`config.mk`:
```
export PLATFORM = sky130hd
export DESIGN_NAME = irq_detect_arbiter
export DESIGN_NICKNAME = d
export VERILOG_FILES = /design/src/rtl/irq_detect_arbiter.sv
export SDC_FILE = /design/constraint.sdc
export NUM_CORES = 1
export LEC_CHECK = 0
export CORE_MARGIN = 5
export CORE_UTILIZATION = 29
export CTS_BUF_LIST = sky130_fd_sc_hd__clkbuf_8
export CTS_CLUSTER_SIZE = 12
export DETAILED_ROUTE_END_ITERATION = 8
export PLACE_DENSITY_LB_ADDON = 0.25
export SETUP_SLACK_MARGIN = 0.3
export SLEW_MARGIN = 20
export SYNTH_ARGS = -nofsm -noshare
export SYNTH_HDL_FRONTEND = slang
export SYNTH_SLANG_ARGS = --single-unit
```
`constraint.sdc`:
```
create_clock -name clk -period 53.2 [get_ports clk]
set_input_delay 15.96 -clock clk [delete_from_list [all_inputs] [get_ports clk]]
set_output_delay 15.96 -clock clk [all_outputs]
set_load 0.03 [all_outputs]
```
`src/rtl/irq_detect_arbiter.sv`:
```
// IRQ pin sampler, level/edge detector, pending-flag bank and priority arbiter
// driving a registered request/acknowledge handshake. Optional IRQ_FILTER_EN adds a 3-sample pin filter.
module irq_detect_arbiter #(
  parameter int unsigned N_IRQ    = 16,
  parameter int unsigned VEC_BASE = 64
) (
  input  logic             clk,
  input  logic             rst,
  input  logic [N_IRQ-1:0] irq_pin,
  input  logic [31:0]      INTCR_dataout,
  input  logic [31:0]      ISCRL_dataout,
  input  logic [31:0]      ISCRH_dataout,
  input  logic [31:0]      IER_dataout,
  input  logic [31:0]      IPRA_dataout,
  input  logic [31:0]      IPRB_dataout,
  input  logic [31:0]      IPRC_dataout,
  input  logic [31:0]      IPRD_dataout,
  input  logic [2:0]       cpu_mask,
  input  logic             irq_ack,
  input  logic [N_IRQ-1:0] isr_clr,
  output logic             irq_req,
  output logic [7:0]       irq_vec,
  output logic [2:0]       irq_level,
  output logic [N_IRQ-1:0] isr_status
);

  localparam int unsigned VEC_W = 8;
  localparam int unsigned LVL_W = 3;
  localparam int unsigned IDX_W = 4;
  localparam logic [VEC_W-1:0] VEC_BASE8 = VEC_W'(VEC_BASE);

  typedef enum logic [1:0] {
    ST_IDLE = 2'd0,
    ST_REQ  = 2'd1,
    ST_ACK  = 2'd2
  } state_t;

  state_t                state_q;
  logic                  irq_req_q;
  logic [VEC_W-1:0]      irq_vec_q;
  logic [LVL_W-1:0]      irq_level_q;

  logic [N_IRQ-1:0]      sync1_q, syn_q, prev_q;
  logic [N_IRQ-1:0]      filt_c;
  logic [N_IRQ-1:0]      isr_q, isr_d;
  logic [N_IRQ-1:0]      ev_c, clr_c, elig_c;
  logic [N_IRQ-1:0][1:0] sense_c;
  logic [N_IRQ-1:0][LVL_W-1:0] prio_c;

  logic                  ack_fire_c;
  logic [VEC_W-1:0]      ack_idx_c;
  logic [1:0]            intm_c;
  logic                  win_found_c;
  logic [IDX_W-1:0]      win_idx_c;
  logic [LVL_W-1:0]      win_lvl_c;
  logic [VEC_W-1:0]      win_vec_c;
  logic                  unused_regbits_c;

  // Register bits not decoded here are folded into a dummy sink.
  assign unused_regbits_c = ^{INTCR_dataout, ISCRL_dataout, ISCRH_dataout, IER_dataout,
                              IPRA_dataout, IPRB_dataout, IPRC_dataout, IPRD_dataout};

  // Two-flop synchronizer; reset to inactive-high so release creates no edge.
  always_ff @(posedge clk) begin
    if (rst) begin
      sync1_q <= '1;
      syn_q   <= '1;
      prev_q  <= '1;
    end else begin
      sync1_q <= irq_pin;
      syn_q   <= sync1_q;
      prev_q  <= filt_c;
    end
  end

`ifdef IRQ_FILTER_EN
  logic [N_IRQ-1:0] hist1_q, hist2_q, stable_c;

  always_ff @(posedge clk) begin
    if (rst) begin
      hist1_q <= '1;
      hist2_q <= '1;
    end else begin
      hist1_q <= syn_q;
      hist2_q <= hist1_q;
    end
  end

  // prev_q holds the last filtered value; it only follows syn after 3 equal samples.
  assign stable_c = ~(syn_q ^ hist1_q) & ~(hist1_q ^ hist2_q);
  assign filt_c   = (stable_c & syn_q) | (~stable_c & prev_q);
`else
  assign filt_c = syn_q;
`endif

  // Per-source sense and priority field extraction.
  for (genvar n = 0; n < N_IRQ; n++) begin : g_src
    localparam int unsigned K  = n / 4;
    localparam int unsigned SH = 12 - 4 * (n % 4);
    if (n < 8) begin : g_lo
      assign sense_c[n] = ISCRL_dataout[2*n +: 2];
    end else begin : g_hi
      assign sense_c[n] = ISCRH_dataout[2*(n-8) +: 2];
    end
    if (K == 0) begin : g_pa
      assign prio_c[n] = IPRA_dataout[SH +: LVL_W];
    end else if (K == 1) begin : g_pb
      assign prio_c[n] = IPRB_dataout[SH +: LVL_W];
    end else if (K == 2) begin : g_pc
      assign prio_c[n] = IPRC_dataout[SH +: LVL_W];
    end else begin : g_pd
      assign prio_c[n] = IPRD_dataout[SH +: LVL_W];
    end
  end

  assign ack_fire_c = (state_q == ST_REQ) && irq_ack;
  assign ack_idx_c  = irq_vec_q - VEC_BASE8;

  // Pending flag next-state: level sources track the pin, edge sources latch with set priority.
  always_comb begin
    ev_c  = '0;
    clr_c = '0;
    isr_d = isr_q;
    for (int n = 0; n < N_IRQ; n++) begin
      case (sense_c[n])
        2'b01:   ev_c[n] = prev_q[n] & ~filt_c[n];
        2'b10:   ev_c[n] = ~prev_q[n] & filt_c[n];
        2'b11:   ev_c[n] = prev_q[n] ^ filt_c[n];
        default: ev_c[n] = 1'b0;
      endcase
      clr_c[n] = isr_clr[n] | (ack_fire_c && (ack_idx_c == VEC_W'(n)));
      if (sense_c[n] == 2'b00) begin
        isr_d[n] = ~filt_c[n];
      end else begin
        isr_d[n] = ev_c[n] | (isr_q[n] & ~clr_c[n]);
      end
    end
  end

  always_ff @(posedge clk) begin
    if (rst) begin
      isr_q <= '0;
    end else begin
      isr_q <= isr_d;
    end
  end

  // Arbitration: fixed mode picks lowest index, priority mode picks highest level.
  assign intm_c = INTCR_dataout[5:4];

  always_comb begin
    elig_c      = isr_q & IER_dataout[N_IRQ-1:0];
    win_found_c = 1'b0;
    win_idx_c   = '0;
    win_lvl_c   = '0;
    for (int n = 0; n < N_IRQ; n++) begin
      if (elig_c[n]) begin
        if (intm_c == 2'b00) begin
          if (!win_found_c) begin
            win_found_c = 1'b1;
            win_idx_c   = IDX_W'(n);
            win_lvl_c   = prio_c[n];
          end
        end else if (!win_found_c || (prio_c[n] > win_lvl_c)) begin
          win_found_c = 1'b1;
          win_idx_c   = IDX_W'(n);
          win_lvl_c   = prio_c[n];
        end
      end
    end
    if (intm_c == 2'b00) begin
      if (cpu_mask[2]) win_found_c = 1'b0;
    end else if (win_lvl_c <= cpu_mask) begin
      win_found_c = 1'b0;
    end
  end

  assign win_vec_c = VEC_BASE8 + VEC_W'(win_idx_c);

  // Handshake FSM; vector and level keep re-registering in REQ so a better source preempts.
  always_ff @(posedge clk) begin
    if (rst) begin
      state_q     <= ST_IDLE;
      irq_req_q   <= 1'b0;
      irq_vec_q   <= '0;
      irq_level_q <= '0;
    end else begin
      case (state_q)
        ST_IDLE: begin
          if (win_found_c) begin
            state_q     <= ST_REQ;
            irq_req_q   <= 1'b1;
            irq_vec_q   <= win_vec_c;
            irq_level_q <= win_lvl_c;
          end
        end
        ST_REQ: begin
          if (irq_ack) begin
            state_q   <= ST_ACK;
            irq_req_q <= 1'b0;
          end else if (win_found_c) begin
            irq_vec_q   <= win_vec_c;
            irq_level_q <= win_lvl_c;
          end else begin
            state_q   <= ST_IDLE;
            irq_req_q <= 1'b0;
          end
        end
        ST_ACK: begin
          state_q   <= ST_IDLE;
          irq_req_q <= 1'b0;
        end
        default: begin
          state_q   <= ST_IDLE;
          irq_req_q <= 1'b0;
        end
      endcase
    end
  end

  assign irq_req    = irq_req_q;
  assign irq_vec    = irq_vec_q;
  assign irq_level  = irq_level_q;
  assign isr_status = isr_q;

endmodule

```
### Word level (Yosys, flattened, before mapping)

Cells that the tools add are included.

| cells by class | value |
|---|---|
| bitwise gates (word level) | 145 |
| order comparisons | 16 |
| reduce and logical (&&, ||, !) cells | 69 |
| $add $sub $neg | 2 |
| multiplexer cells | 216 |
| equality and inequality tests | 67 |

Operators by type and width:

| kind | count |
|---|---|
| $mux 4 | 58 |
| $mux 3 | 63 |
| $mux 1 | 70 |
| $eq 2x2->1 const B | 32 |
| $eq 8x4->1 const B | 8 |
| $and 1x1->1 | 48 |
| $not 1->1 | 48 |
| $pmux 1 s3 | 16 |
| $gt 3x3->1 | 15 |
| $logic_not 2->1 | 18 |
| $eq 2x1->1 const B | 17 |
| $eq 8x3->1 const B | 4 |
| $or 1x1->1 | 32 |
| $logic_and 1x1->1 | 17 |
| $and 16x16->16 | 1 |
| $eq 8x2->1 const B | 2 |
| $mux 8 | 2 |
| $pmux 8 s2 | 1 |
| $xor 1x1->1 | 16 |
| $logic_not 1->1 | 15 |
| $logic_or 1x1->1 | 15 |
| $add 7x4->8 const A | 1 |
| $eq 8x1->1 const B | 1 |
| $logic_not 8->1 | 1 |
| other kinds (10) | 14 |

| word-level totals | value |
|---|---|
| flip-flop bits (word level) | 78 |
| logic and storage cells | 523 |
| output and inout port bits | 28 |
| input bits | 294 |

### Depth between registers and ports, before layout

| depth | value |
|---|---|
| word-level depth | 83 |
| mapped depth | 138 |

### Worst setup path before layout

No wires, ideal clock.

| timing | value |
|---|---|
| path type | input port to flip-flop |
| start | in IPRA_dataout[14] |
| end | reg irq_vec_q[2] (netlist: irq_vec[2]) |
| stages on the path | 128 |
| setup slack | 14.780 ns |
| data required time | 53.073 ns |
| arrival time | 38.294 ns |
| library setup time | 0.127 ns |
| path through | nand3_1 ha_1 a21oi_1 nand2_1 a32o_1 buf_4 a22oi_1 inv_1 ha_1 nor2_1 nor2_1 a221o_1 o211ai_1 nand3_1 a22o_1 ha_1 nor2b_1 o21a_1 [92 not listed] a21oi_1 ha_1 a21o_1 a21oi_1 a311oi_1 nor2_1 nor2_1 mux2_2 ha_1 inv_1 a21o_1 a21oi_1 a31oi_1 o21ai_0 a21oi_1 nor2b_1 nor2b_1 a31oi_1 |

| on the way | value |
|---|---|
| longest elaborated chain between the ends | 82 |

RTL lines:

| item | line | source |
|---|---|---|
| start, declared | 14 | `input logic [31:0] IPRA_dataout,` |
| $mux 3 (*) | 157 | `if (elig_c[n]) begin` |
| $gt 3x3->1 | 164 | `end else if (!win_found_c \|\| (prio_c[n] > win_lvl_c)) begin` |
| $logic_or 1x1->1 | 164 |  |
| $mux 3 or $mux 1 (tied branches) | 164 |  |
| $mux 3 or $mux 1 (tied branches) | 158 | `if (intm_c == 2'b00) begin` |
| $mux 3 or $mux 1 (tied branches) | 157 |  |
| $gt 3x3->1 or $logic_not 1->1 (tied branches) | 164 |  |
| $logic_or 1x1->1 | 164 |  |
| [66 not listed] | n/a |  |
| $mux 3 | 158 |  |
| $mux 3 | 157 |  |
| $le 3x3->1 | 173 | `end else if (win_lvl_c <= cpu_mask) begin` |
| $mux 1 | 173 |  |
| $mux 1 | 171 | `if (intm_c == 2'b00) begin` |
| $mux 8 (*) | 190, 201 |  |
| $mux 8 | 198 | `if (irq_ack) begin` |
| $pmux 8 s2 (*) | 188 | `case (state_q)` |
| end signal, assigned | 193 | `irq_vec_q <= win_vec_c;` |
| end signal, assigned | 202 | `irq_vec_q <= win_vec_c;` |
| end, declared | 40 | `logic [VEC_W-1:0] irq_vec_q;` |

Every way passes the cells marked *; elsewhere a longest branch is shown, timed or not. The select of a mux whose other input is x is not followed.
A chain may end at the register's enable or synchronous reset.

### Final worst setup path

| timing | value |
|---|---|
| start | in IER_dataout[0] |
| end | reg irq_vec_q[3] (netlist: irq_vec[3]) |

| on the way | value |
|---|---|
| longest elaborated chain between the ends | 83 |

RTL lines:

| item | line | source |
|---|---|---|
| start, declared | 13 | `input logic [31:0] IER_dataout,` |
| $and 16x16->16 (*) | 152 | `elig_c = isr_q & IER_dataout[N_IRQ-1:0];` |
| $mux 3 or $mux 1 (tied branches) | 157 |  |
| $gt 3x3->1 or $logic_not 1->1 (tied branches) | 164 |  |
| $logic_or 1x1->1 | 164 |  |
| $mux 3 or $mux 1 (tied branches) | 164 |  |
| $mux 3 or $mux 1 (tied branches) | 158 |  |
| $mux 3 or $mux 1 (tied branches) | 157 |  |
| $gt 3x3->1 or $logic_not 1->1 (tied branches) | 164 |  |
| [67 not listed] | n/a |  |
| $mux 3 | 158 |  |
| $mux 3 | 157 |  |
| $le 3x3->1 | 173 |  |
| $mux 1 | 173 |  |
| $mux 1 | 171 |  |
| $mux 8 (*) | 190, 201 |  |
| $mux 8 | 198 |  |
| $pmux 8 s2 (*) | 188 |  |

Marked as above.

==> results.cfg <==
[clock_network]
cts.reportedPaths.clkPinSlew_ps = 80
ctsLongestPathBuffers = 2
later_pin_clock_latency_in_the_skew_report_ps = 360
clock_sinks = 74
post_cts.resized_instances = 0
post_cts.repair.setup_buffers = 0
ctsRootBufferMaster = clkbuf_8
post_cts_hold_buffer_count = 0
clock_buffers_created_by_tritoncts = 9
htreeDepth = 3
cts_tree = done

[yosys]
number_of_enable_type_register_cells_in_the_synthesized_netlist = 0
postSynth.asyncResetShare_pct = 0
synth-seq-area-share_pct = 23.5
syn-instance-count = 837
synth.ff_latch_count = 74
yosys-top-cells-area = dfxtp_1 23%, ha_1 14%, inv_1 6.1%, nand2_1 5.3%, a21oi_1 5.0%
synth.cells.most_frequent = 102 x inv_1, 89 x nand2_1, 74 x dfxtp_1
mappedNetlistArea_mm2 = 0.00632
yosysUniqueCellTypes = 65
synth_warnings = 0
yosys_most_used_dff = dfxtp_1
post_synth.cell_area_avg_um2 = 7.55
synth_largest_area_cell = dfxtp_1
synth_top_area_share_pct = 23.5
post-synth-top-count-cell = inv_1

[floorplan]
floorplan.die.width_um = 158
die_area_mm2 = 0.0248
floorplan.rows = 54
die_h_um = 158
boundaryPins = 322
initial_utilization_pct = 29.2
floorplan.core_area_mm2 = 0.0216

[worst_hold_path]
min_delay_path_depth = 1
hold_class = flop to flop

[pwr]
power_density_mw_per_mm2 = 26.8
power.ir.vdd_worst_mv = 0.0161
cellLeakagePower_nw = 3.73

[critical_path]
worst-setup-path-type = primary input to flop
timing.critical_path.slowest_stage_cell = a21oi_1
crit_fanout = 11
crit_path_start_kind = primary input
critPathMaxStageDelay_ps = 590
worstSetupEndpointType = flop
crit_top_cell = a21oi_1
cp.arrival_ps = 42570
r2r.worst_path.cells = 128
worstPathRequired_ps = 53420

[status]
status = finished, final reports clean

[sta]
fmax_mhz = 23.6
unrepaired_setup_endpoints_after_global_routing = false
maxSlewViolCount = 0
hold_viol = 0
final_setup_violation_count = 0
final_min_period_over_clock_period_pct = 79.6
worst-slew-pin-transition_ps = 801
clock-skew-final_ps = 17.4
maxSlewHeadroom_pct = 46.6
final.setup.tns_ps = 0
final_period_minus_worst_setup_slack_ps = 42350

[layout]
flow.area_growth_from_synthesis_pct = 33.2
drive_gt1_share_pct = 8.20
num_antenna_cells = 0
final_core_utilization_pct = 38.9
nets_final = 1359

[job]
maxcap_viol_count = 0

[drt]
count_of_vias_placed_by_the_detailed_router = 6287
avgRoutedWirePerCell_um = 15.0
drc = 0
route.final.wire_length_mm = 19.2
vias_per_inst = 4.91
antenna_violating_nets_post_route = 0
drt_iter0_drc = 300
detail_route.first_pass.iterations = 5

[grt]
global_route_wire_length_before_repair_mm = 29.8
grt-ovfl-total = 0
number_of_global_route_vias_before_repair = 5867
groute.usage.overall_pct = 14.9
grt_antenna_before_repair = 0
grt_start_max_net_pins = 55

[place]
buffer_ports.inserted = 160
routabilityCongestion = 0.821
dpl.hpwl_mm = 16.0
==> state kept, by name, indices dropped and copies added (netlist names) <==
register / cells
prev_q: 16
irq_vec: 5
state_q: 1
irq_level: 3
sync1_q: 16
isr_status: 16
irq_req: 1
filt_c: 16
==> path summary, 6_finish.rpt <==
| path | startpoint | to | slack (ps) |
|---|---|---|---|
| setup / recovery | IER_dataout[0] | irq_vec[3] | 10850 |
| hold / removal | sync1_q[4] | filt_c[4] | 410 |
| setup reg to reg | isr_status[0] | irq_vec[3] | 26450 |
| hold reg to reg | sync1_q[4] | filt_c[4] | 410 |
==> through the flow <==
| stage | area [µm²] | setup WS, ps | power, mW | hold WS (ps) | cells |
|---|---|---|---|---|---|
| 3_3_place_gp | 8210 | 10680 | 0.181 | 390 | 1264 |
| 3_5_place_dp | 8210 | 10600 | 0.182 | 393 | 1264 |
| 4_1_cts | 8410 | 10880 | 0.227 | 412 | 1280 |
| 2_1_floorplan | 6320 | 14780 | 0.143 | 389 | 839 |
| 5_1_grt | 8410 | 8140 | 0.243 | 427 | 1280 |
| 6_report | 8410 | 10850 | 0.225 | 411 | 1280 |
==> layout by cell type, fill, tap and decap left out, types with 5 or more instances in the layout <==
master,instances
or2_2,41
inv_1,102
o21ai_0,33
ha_1,70
mux2_2,5
nand4_1,5
a21oi_1,63
o21a_1,7
a211oi_1,26
clkdlybuf4s50_1,159
clkbuf_8,9
o211ai_1,11
nand2_1,89
and3_1,5
and2_1,11
nor2_1,66
nor3_1,11
nor3b_1,23
nor2b_1,10
a31oi_1,33
o31ai_1,5
nand2b_1,8
dfxtp_1,74
mux2i_1,22
a21o_1,6
nand3_1,25
o31a_1,5
==> power breakdown <==
part	total (mW)	switching (mW)	internal [mW]	leakage, nW
Clock	0.0447	0.0228	0.0220	0.0962
Combinational	0.113	0.0625	0.0509	3.02
Sequential	0.0669	0.00644	0.0605	0.612
Total	0.225	0.0917	0.133	3.73
==> cell type report <==
cell class	count	area, µm²
fill	2255	13200
multi-input combinational	645	4380
timing repair buffer	163	1620
sequential	74	1480
inverter	102	383
tap	280	350
clock buffer	9	124
clock inverter	7	76.3
==> worst max-delay path, delay by kind of cell <==
family | cells | cell delay (ps)
AOI/OAI and AO/OA | 67 | 14210
and+or+nand+nor | 34 | 5610
adders and majority gates | 16 | 4450
muxes | 5 | 1420
buffers and inverters | 7 | 920
==> cells by family (layout without fill, tap and decap cells) <==
family	count (synthesis)	count (layout)	share of synthesized area, %
fa+ha+maj	70	70	13.9
other cells	1	3	0.0594
flops	74	74	23.5
compound gates	241	241	26.7
mux	28	28	4.62
simple gates	303	303	23.9
buf+inv	120	281	7.37
==> routing by layer <==
metal  wire length, µm  track usage, %  up-vias
met5                 0               0        -
met4               141            2.79        0
met1              9230            20.3     2821
met2              8560            24.2      160
met3              1280            3.64       12
li1                  -               -     3294
No activity file was read; power rests on OpenSTA's default activity.
